===== config.mk =====
export PLATFORM = sky130hd
export DESIGN_NAME = mult_div_unit
export DESIGN_NICKNAME = d
export VERILOG_FILES = /design/src/rtl/mdu_pkg.sv /design/src/rtl/mdu_datapath.sv /design/src/rtl/mult_div_unit.sv
export SDC_FILE = /design/constraint.sdc
export NUM_CORES = 1
export LEC_CHECK = 0
export CAP_MARGIN = 20
export CORE_ASPECT_RATIO = 0.6
export CORE_UTILIZATION = 45
export CTS_BUF_LIST = sky130_fd_sc_hd__clkbuf_16
export DETAILED_ROUTE_END_ITERATION = 12
export PLACE_DENSITY = 0.78
export SYNTH_ARGS = -nofsm -noshare
export SYNTH_HDL_FRONTEND = slang
export SYNTH_SLANG_ARGS = --single-unit

===== constraint.sdc =====
create_clock -name clock -period 5.4 [get_ports clock]
set_input_delay 1.08 -clock clock [delete_from_list [all_inputs] [get_ports clock]]
set_output_delay 1.08 -clock clock [all_outputs]
set_load 0.01 [all_outputs]

===== src/rtl/mdu_pkg.sv =====
// Shared encodings for the iterative multiply/divide unit: op codes, FSM states,
// and the per-operation iteration count.
package mdu_pkg;

  localparam int ITER = 32;

  localparam logic [1:0] OP_MULT  = 2'd0;
  localparam logic [1:0] OP_MULTU = 2'd1;
  localparam logic [1:0] OP_DIV   = 2'd2;
  localparam logic [1:0] OP_DIVU  = 2'd3;

  localparam logic [1:0] IDLE = 2'd0;
  localparam logic [1:0] RUN  = 2'd1;
  localparam logic [1:0] DONE = 2'd2;

endpackage


===== src/rtl/mdu_datapath.sv =====
// One combinational iteration: shift-add (multiply) or restoring trial-subtract (divide),
// plus sign correction of the step's result for the final HI/LO write.
module mdu_datapath #(
  parameter int WIDTH = 32
) (
  input  logic [1:0]         i_op,
  input  logic [2*WIDTH-1:0] i_acc,
  input  logic [WIDTH-1:0]   i_opb,
  input  logic               i_neg_q,
  input  logic               i_neg_r,
  output logic [2*WIDTH-1:0] o_next_acc,
  output logic [WIDTH-1:0]   o_res_hi,
  output logic [WIDTH-1:0]   o_res_lo
);
  import mdu_pkg::*;

  logic               w_is_div;
  logic [WIDTH:0]     w_add_sum;
  logic [WIDTH:0]     w_trial;
  logic [WIDTH:0]     w_diff;
  logic [2*WIDTH-1:0] w_prod;
  logic [WIDTH-1:0]   w_quot;
  logic [WIDTH-1:0]   w_rem;

  always_comb begin
    w_is_div  = (i_op == OP_DIV) || (i_op == OP_DIVU);
    // Multiply: acc = {partial product, remaining multiplier bits}, LSB gates the add.
    w_add_sum = {1'b0, i_acc[2*WIDTH-1:WIDTH]} + (i_acc[0] ? {1'b0, i_opb} : {(WIDTH+1){1'b0}});
    // Divide: acc = {remainder, dividend/quotient}; shift one dividend bit into the remainder.
    w_trial   = i_acc[2*WIDTH-1:WIDTH-1];
    w_diff    = w_trial - {1'b0, i_opb};

    if (w_is_div) begin
      if (w_diff[WIDTH])
        o_next_acc = {w_trial[WIDTH-1:0], i_acc[WIDTH-2:0], 1'b0};
      else
        o_next_acc = {w_diff[WIDTH-1:0], i_acc[WIDTH-2:0], 1'b1};
    end else begin
      o_next_acc = {w_add_sum, i_acc[WIDTH-1:1]};
    end

    w_prod = i_neg_q ? -o_next_acc : o_next_acc;
    w_quot = i_neg_q ? -o_next_acc[WIDTH-1:0] : o_next_acc[WIDTH-1:0];
    w_rem  = i_neg_r ? -o_next_acc[2*WIDTH-1:WIDTH] : o_next_acc[2*WIDTH-1:WIDTH];

    o_res_hi = w_is_div ? w_rem  : w_prod[2*WIDTH-1:WIDTH];
    o_res_lo = w_is_div ? w_quot : w_prod[WIDTH-1:0];
  end

endmodule


===== src/rtl/mult_div_unit.sv =====
// MIPS HI/LO multiply/divide unit: 32-cycle iterative ops, done pulses the cycle after the
// last iteration; the controller stalls on busy and start/hilo_we are ignored while running.
module mult_div_unit #(
  parameter int WIDTH = 32,
  parameter int ITER  = mdu_pkg::ITER
) (
  input  logic             clock,
  input  logic             reset,
  input  logic             start,
  input  logic [1:0]       op,
  input  logic [WIDTH-1:0] srcA,
  input  logic [WIDTH-1:0] srcB,
  input  logic             hilo_we,
  input  logic             hilo_sel,
  input  logic [WIDTH-1:0] hilo_wdata,
  output logic [WIDTH-1:0] hi,
  output logic [WIDTH-1:0] lo,
  output logic             busy,
  output logic             done
);
  import mdu_pkg::*;

  localparam int CW = $clog2(ITER);

  logic [1:0]         r_state;
  logic [CW-1:0]      r_count;
  logic [2*WIDTH-1:0] r_acc;
  logic [WIDTH-1:0]   r_mag_b;
  logic [1:0]         r_op;
  logic               r_neg_q;
  logic               r_neg_r;
  logic [WIDTH-1:0]   r_hi;
  logic [WIDTH-1:0]   r_lo;

  logic               w_signed;
  logic               w_is_div;
  logic               w_a_neg;
  logic               w_b_neg;
  logic [WIDTH-1:0]   w_mag_a;
  logic [WIDTH-1:0]   w_mag_b;
  logic               w_div0;
  logic [2*WIDTH-1:0] w_next_acc;
  logic [WIDTH-1:0]   w_res_hi;
  logic [WIDTH-1:0]   w_res_lo;

  always_comb begin
    w_signed = (op == OP_MULT) || (op == OP_DIV);
    w_is_div = !((op == OP_MULT) || (op == OP_MULTU));
    w_a_neg  = w_signed && srcA[WIDTH-1];
    w_b_neg  = w_signed && srcB[WIDTH-1];
    w_mag_a  = w_a_neg ? -srcA : srcA;
    w_mag_b  = w_b_neg ? -srcB : srcB;
    w_div0   = w_is_div && (srcB == '0);
  end

  mdu_datapath #(.WIDTH(WIDTH)) u_datapath (
    .i_op       (r_op),
    .i_acc      (r_acc),
    .i_opb      (r_mag_b),
    .i_neg_q    (r_neg_q),
    .i_neg_r    (r_neg_r),
    .o_next_acc (w_next_acc),
    .o_res_hi   (w_res_hi),
    .o_res_lo   (w_res_lo)
  );

  always_ff @(posedge clock) begin
    if (reset) begin
      r_state <= IDLE;
      r_count <= '0;
      r_acc   <= '0;
      r_mag_b <= '0;
      r_op    <= '0;
      r_neg_q <= 1'b0;
      r_neg_r <= 1'b0;
      r_hi    <= '0;
      r_lo    <= '0;
    end else if (r_state == RUN) begin
      r_acc   <= w_next_acc;
      r_count <= r_count + 1'b1;
      if (r_count == CW'(ITER - 1)) begin
        r_hi    <= w_res_hi;
        r_lo    <= w_res_lo;
        r_state <= DONE;
      end
    end else if (start) begin
      // A simultaneous hilo_we is dropped: the operation owns HI/LO from here.
      r_op    <= op;
      r_count <= '0;
      r_mag_b <= w_mag_b;
      r_neg_q <= w_a_neg ^ w_b_neg;
      r_neg_r <= w_a_neg;
      r_acc   <= {{WIDTH{1'b0}}, w_mag_a};
      if (w_div0) begin
        r_hi    <= srcA;
        r_lo    <= '1;
        r_state <= DONE;
      end else begin
        r_state <= RUN;
      end
    end else begin
      r_state <= IDLE;
      if (hilo_we) begin
        if (hilo_sel) r_hi <= hilo_wdata;
        else          r_lo <= hilo_wdata;
      end
    end
  end

  assign hi   = r_hi;
  assign lo   = r_lo;
  assign busy = (r_state == RUN);
  assign done = (r_state == DONE);

endmodule


Word level (Yosys, flattened, before mapping)
Index checks and enable logic that the tools add are counted.
{"block": "op_classes", "n_addsub": 8, "reduce_logical": 15, "n_eq_ne": 10, "bitwise_logic": 2, "n_mux": 30}
{"cell": "2-to-1 mux 32 bit", "count": 19}
{"cell": "2-to-1 mux 64 bit", "count": 5}
{"cell": "negation 32 bit", "count": 4}
{"cell": "negation 64 bit", "count": 1}
{"cell": "adder 32 x 33 -> 33 bit", "count": 1}
{"cell": "subtractor 33 x 32 -> 33 bit", "count": 1}
{"cell": "logical NOT 32 bit", "count": 1}
{"cell": "2-to-1 mux 5 bit", "count": 2}
{"cell": "== test 2 bit (second input constant)", "count": 4}
{"cell": "2-to-1 mux 2 bit", "count": 4}
{"cell": "AND reduction 4 bit", "count": 2}
{"cell": "nonzero test 3 bit", "count": 2}
{"cell": "adder 5 x 1 -> 5 bit (second input constant)", "count": 1}
{"cell": "== test 5 bit (second input constant)", "count": 1}
{"cell": "== test 2 x 1 -> 1 bit (second input constant)", "count": 2}
{"cell": "logical AND 1 bit", "count": 3}
{"cell": "logical OR 1 bit", "count": 3}
{"cell": "inequality test 3 x 1 -> 1 bit (second input constant)", "count": 1}
{"cell": "inequality test 3 x 2 -> 1 bit (second input constant)", "count": 1}
{"cell": "logical NOT 2 bit", "count": 1}
{"cell": "inequality test 2 x 1 -> 1 bit (second input constant)", "count": 1}
{"cell": "AND reduction 2 bit", "count": 1}
{"cell": "nonzero test 2 bit", "count": 1}
{"cell": "logical NOT 1 bit", "count": 1}
{"cell": "other kinds (2)", "count": 2}
{"block": "totals", "wordCells": 74, "output_inout_bits": 66, "register_bits": 171, "inputBits": 103}

Logic depth before layout (Yosys ltp)
{"block": "depth", "word_depth": 8, "ltp_mapped": 24, "ltp_nobuf": 21}

Modules after synthesis
Synthesis repeated with hierarchy kept, for this count alone.
{"block": "hier_totals", "cells_unflattened": 2183, "hier_area_um2": 16283.1}
{"mod": "mult_div_unit", "cells_each": 1095, "seq_area_each_um2": 3423.3, "area_each_um2": 9145.0, "n_inst": 1}
{"mod": "mdu_datapath", "cells_each": 1088, "seq_area_each_um2": 0.0, "area_each_um2": 7138.1, "n_inst": 1}

Least setup slack after synthesis
No wires, ideal clock.
{"block": "synth_timing", "path_type": "reg2reg", "startpoint": "register r_mag_b[17]", "endpoint": "register r_hi[30], in the netlist hi[30]", "setup_ns": 0.117, "period_less_slack_ns": 4.813, "slack_ns": 0.587, "arrival_time_ns": 4.695, "n_path_buf": 4, "t_required_ns": 5.283, "path_stages_with_launch": 23, "path_cell_list": "dfxtp_1 -> inv_1 -> ha_1 -> buf_6 -> a21oi_2 -> o211ai_1 -> a211o_1 -> a21o_1 -> nor3_2 -> nor2_2 -> buf_2 -> buf_1 -> mux2i_1 -> ha_1 -> o21a_1 -> nand4_1 -> or2_2 -> or2_1 -> clkbuf_1 -> and2_1 -> nor3_1 -> a41oi_1 -> a32o_1"}
{"block": "synth_between", "elab_chain_cells": 8, "elab_cells_between_ends": 12, "classes_between": "add/sub: 4; mux: 8"}
{"item": "start: declaration", "line": "mult_div_unit.sv:28", "rtl": "logic [WIDTH-1:0] r_mag_b;"}
{"item": "start signal: assignment", "line": "mult_div_unit.sv:90", "rtl": "r_mag_b <= w_mag_b;"}
{"item": "subtractor 33 x 32 -> 33 bit or 2-to-1 mux 32 bit (tied branches)", "line": "mdu_datapath.sv:31, mdu_datapath.sv:28"}
{"item": "2-to-1 mux 64 bit or adder 32 x 33 -> 33 bit (tied branches)", "line": "mdu_datapath.sv:34, mdu_datapath.sv:28"}
{"item": "2-to-1 mux 64 bit *", "line": "mdu_datapath.sv:33", "rtl": "if (w_is_div) begin"}
{"item": "negation 64 bit or negation 32 bit (tied branches)", "line": "mdu_datapath.sv:42, mdu_datapath.sv:44"}
{"item": "2-to-1 mux 64 bit or 2-to-1 mux 32 bit (tied branches)", "line": "mdu_datapath.sv:42, mdu_datapath.sv:44"}
{"item": "2-to-1 mux 32 bit *", "line": "mdu_datapath.sv:46", "rtl": "o_res_hi = w_is_div ? w_rem : w_prod[2*WIDTH-1:WIDTH];"}
{"item": "2-to-1 mux 32 bit *", "line": "mult_div_unit.sv:81", "rtl": "if (r_count == CW'(ITER - 1)) begin"}
{"item": "2-to-1 mux 32 bit *", "line": "mult_div_unit.sv:78", "rtl": "end else if (r_state == RUN) begin"}
{"item": "end signal: assignment", "line": "mult_div_unit.sv:82", "rtl": "r_hi <= w_res_hi;"}
{"item": "end signal: assignment", "line": "mult_div_unit.sv:95", "rtl": "r_hi <= srcA;"}
{"item": "end signal: assignment", "line": "mult_div_unit.sv:104", "rtl": "if (hilo_sel) r_hi <= hilo_wdata;"}
{"item": "end: declaration", "line": "mult_div_unit.sv:32", "rtl": "logic [WIDTH-1:0] r_hi;"}
Every way passes the cells marked *; elsewhere a longest branch is shown, timed or not. The select of a mux whose other input is x is not followed.
A chain may end at the register's enable or synchronous reset.

Worst setup path after layout
{"block": "layout_timing", "startpoint": "register r_acc[0]", "endpoint": "register r_hi[25], in the netlist hi[25]"}
{"block": "layout_between", "elab_chain_cells": 8, "elab_cells_between_ends": 11, "classes_between": "add/sub: 3; mux: 8"}
{"item": "start: declaration", "line": "mult_div_unit.sv:27", "rtl": "logic [2*WIDTH-1:0] r_acc;"}
{"item": "start signal: assignment", "line": "mult_div_unit.sv:79", "rtl": "r_acc <= w_next_acc;"}
{"item": "start signal: assignment", "line": "mult_div_unit.sv:93", "rtl": "r_acc <= {{WIDTH{1'b0}}, w_mag_a};"}
{"item": "2-to-1 mux 32 bit", "line": "mdu_datapath.sv:28", "rtl": "w_add_sum = {1'b0, i_acc[2*WIDTH-1:WIDTH]} + (i_acc[0] ? {1'b0, i_opb} : {(WIDTH+1){1'b0}});"}
{"item": "adder 32 x 33 -> 33 bit", "line": "mdu_datapath.sv:28"}
{"item": "2-to-1 mux 64 bit *", "line": "mdu_datapath.sv:33"}
{"item": "negation 64 bit or negation 32 bit (tied branches)", "line": "mdu_datapath.sv:42, mdu_datapath.sv:44"}
{"item": "2-to-1 mux 64 bit or 2-to-1 mux 32 bit (tied branches)", "line": "mdu_datapath.sv:42, mdu_datapath.sv:44"}
{"item": "2-to-1 mux 32 bit *", "line": "mdu_datapath.sv:46"}
{"item": "2-to-1 mux 32 bit *", "line": "mult_div_unit.sv:81"}
{"item": "2-to-1 mux 32 bit *", "line": "mult_div_unit.sv:78"}
Marks and branches as above.

==> impl_metrics.py <==
metrics = {
    "critical_path": {
        "r2r_end": "hi[25]",
        "critPathLaunchType": "register",
        "path_max_fanout": 16,
        "startpoint": "r_acc[0]",
        "crit_end": "hi[25]",
        "r2r-start": "r_acc[0]",
        "rr_worst_depth": 17,
        "cp.required_ns": 5.72,
        "crit_type": "reg2reg",
        "crit_arrival_ns": 5.43,
        "r2r_setup_slack_ns": 0.29,
        "endpoint_kind": "register",
    },
    "power": {
        "power_switching_uw": 1794,
        "vdd_ir_drop_max_mv": 0.2486,
        "switching_share_pct": 38.79,
        "p_comb_share_pct": 39.4,
        "p_leak_uw": 0.007094,
        "seqPwrFrac_pct": 31.6,
        "p_clk_share_pct": 29.0,
        "cellPowerDensity_nw_per_um2": 250.0,
        "internal-power_uw": 2831,
    },
    "detailed_routing": {
        "antenna_left": 0,
        "first_pass_iters": 6,
        "drt_wl_total_um": 61860,
        "wl_met1_um": 28970,
        "wire_per_inst_um": 22.39,
        "top_layer_used": "met4",
        "drc": 0,
        "via_count": 17715,
        "initialDrtViolationCount": 2648,
        "routed-wl-met3_um": 8763,
        "wl_met2_um": 23400,
        "routed_via_density": 6.412,
    },
    "sta": {
        "fin_tns_setup_ns": 0,
        "rsz0062_at_grt": "false",
        "period_needed_ns": 5.113,
        "fin_skew_ns": 0.01175,
        "min_period_over_period_pct": 94.69,
        "setup_violations": 0,
        "worstMarginPinSlew_ns": 1.068,
        "fmax_mhz": 195.6,
        "finalHoldWorstSlack_ns": 0.4569,
        "drv_slew": 0,
        "hold_violations": 0,
        "max_slew_margin_pct": 28.77,
    },
    "synthesis": {
        "netlist_top_cells_area": "dfxtp_1 22%, a21oi_1 7.7%, nor2_1 7.2%",
        "yosysWarnings": 0,
        "synth-main-ff-cell": "dfxtp_1",
        "synth_top_area_share_pct": 21.94,
        "netlist_instances": 2161,
        "synth_mux_area_share_pct": 5.258,
        "async_flop_share_pct": 0,
        "synth_fa_ha_area_share_pct": 5.904,
        "avgSynthCellArea_um2": 7.179,
        "ys_seq_elements": 170,
        "synth_fp_nets": 2336,
        "synth_area_um2": 15510,
        "ys_seq_area_share_pct": 21.94,
        "synthSimpleGateAreaFrac_pct": 24.36,
        "synth-compound-area-share_pct": 28.90,
        "synth_edf_count": 0,
        "synth.largest_area_cell": "dfxtp_1",
        "synth_xor_area_share_pct": 8.243,
        "synth_cell_type_count": 96,
        "synth_top_family_by_area": "compound AO/OA/AOI/OAI gates",
    },
    "finish": {
        "n_antenna_cell": 0,
        "final_cells": 2763,
        "nets": 2468,
        "utilization_pct": 54.68,
        "mostFrequentLayoutCells": "296 x nor2_1, 239 x a21oi_1, 197 x nand2_1",
        "final_common_cell": "nor2_1",
        "syn_to_final_growth_pct": 19.24,
        "drive_gt1_share_pct": 8.030,
        "nFillCells": 3267,
    },
    "floorplan": {
        "die_area_um2": 35250,
        "placementRows": 52,
        "die_h_um": 145.8,
        "coreArea_um2": 33830,
        "io_pins": 169,
        "fp.dieW_um": 241.7,
        "start_util_pct": 45.85,
    },
    "cts": {
        "tritoncts.num_buffers": 17,
        "hold_buffers": 0,
        "cts_root_buf": "clkbuf_16",
        "cts.reportedPaths.clkPinSlew_ns": 0.07,
        "clock_latency_ns": 0.46,
        "clock_sinks": 170,
        "cts_tree": "built",
        "htree_num_levels": 4,
        "clock_path_buffers": 2,
    },
    "global_route": {
        "antenna_found_initial": 0,
        "grt_use_total_pct": 34.10,
        "gr-total-overflow": 0,
        "grt_pass1_vias": 15921,
        "grt_max_degree": 94,
        "grt_pass1_wl_um": 94390,
    },
    "run": {
        "max-cap-violations": 0,
    },
    "placement": {
        "place_inst": 2733,
        "post-dp-hpwl_um": 47880,
        "port_buffers": 168,
        "gp_congestion": 1.033,
    },
    "worst_hold_path": {
        "min_path_type": "reg2reg",
    },
    "outcome": {
        "status": "finished, final reports clean",
    },
}
-- state kept, by name, indices dropped and copies added, names as in the netlist --
name	count
lo	32
r_mag_b	32
r_acc	64
hi	32
r_count	5
r_neg_r	1
r_neg_q	1
r_op	1
r_state	2
-- layer usage --
layer  global-route usage [%]  up-vias
met3                    11.62       67
met5                        0        -
met1                    52.76     8356
met2                    44.25     1144
met4                    6.456        0
li1                         -     8148
-- repair_timing --
action,CTS,global route
setup endpoints to repair,0,4
resized for setup,0,1
buffers inserted,0,0
-- Yosys cell counts (8+ instances only) --
| cell | count |
|---|---|
| nand2_1 | 197 |
| buf_2 | 23 |
| nand3b_1 | 9 |
| nor2b_1 | 19 |
| mux2_2 | 15 |
| o21ai_1 | 8 |
| nor3_1 | 54 |
| o31ai_1 | 20 |
| or2_2 | 9 |
| dfxtp_1 | 170 |
| a21oi_1 | 239 |
| ha_1 | 70 |
| xor2_1 | 57 |
| clkbuf_1 | 100 |
| a211oi_1 | 56 |
| nor3b_1 | 9 |
| o21bai_1 | 9 |
| a21o_1 | 19 |
| buf_1 | 16 |
| a32o_1 | 9 |
| inv_1 | 66 |
| mux2i_1 | 62 |
| nor4_1 | 15 |
| and3_1 | 18 |
| and2_1 | 12 |
| xnor2_1 | 89 |
| or3_1 | 27 |
| a22oi_1 | 24 |
| o311ai_1 | 9 |
| o221ai_1 | 13 |
| nand3_1 | 36 |
| o21ai_0 | 123 |
| o22ai_1 | 8 |
| o211ai_1 | 23 |
| o21a_1 | 14 |
| nand4_1 | 32 |
| nor2_1 | 297 |
| nand2b_1 | 12 |
| a311oi_1 | 19 |
| a31oi_1 | 29 |
-- critical path, cell delays in order (launching register included) --
cell and delay (ns):
dfxtp_1 0.33, inv_1 0.45, nor2_1 0.09, ha_1 0.37, a21oi_1 0.31, o21ai_0 0.37
a31o_2 0.38, o2111ai_1 0.48, nand3_1 0.13, nor3b_1 0.16, a311o_1 0.45, nor4_2 0.20
and2_1 0.32, a41oi_1 0.17, buf_4 0.19, xnor2_1 0.18, a221oi_1 0.32, nor2_1 0.07
-- power by group through the flow --
stage                     sequential [uW]  combinational (uW)  clock (uW)
final                                1460                1820        1340
after global routing                 1470                1940        1390
after CTS                            1460                1760        1340
after detailed placement             1480                1740           0
after global placement               1480                1730           0
after floorplan                      1470                1070           0
-- cells by family after synthesis --
kind of cell             count (synthesis)
XOR/XNOR                               146
AND/OR/NAND/NOR                        790
multiplexers                            79
AO/OA/AOI/OAI                          694
adder cells (fa/ha/maj)                 72
flip-flops                             170
buffers and inverters                  210
-- layout make-up --
| type | count | area (um2) | share of cell area (%) |
|---|---|---|---|
| clock buffers | 17 | 425.4 | 2.300 |
| clock inverters | 13 | 177.7 | 0.9604 |
| inverters | 67 | 254.0 | 1.373 |
| multi-input cells | 1781 | 11300 | 61.08 |
| flip-flops and latches | 170 | 3407 | 18.42 |
| well taps | 459 | 574.3 | 3.104 |
| repair buffers | 256 | 2362 | 12.77 |
-- through the flow --
step	worst slack, ns	cell area [um2]	total power, uW
after global placement	0.4072	17890	3203
final	0.2867	18500	4625
after global routing	0.006054	18500	4797
after detailed placement	0.3000	17890	3226
after CTS	0.4897	18490	4555
after floorplan	0.5874	15510	2539
-- worst min path at each step --
stage	from	end	cells after the start	slack, ns
5_1_grt	lo[20]	lo[20]	2	0.48
3_5_place_dp	lo[17]	lo[17]	2	0.45
6_report	hi[3]	hi[3]	2	0.46
2_1_floorplan	r_mag_b[31]	r_mag_b[31]	2	0.43
3_3_place_gp	lo[2]	lo[2]	2	0.44
4_1_cts	r_mag_b[31]	r_mag_b[31]	2	0.46
Power figures use the tool's default switching activity.
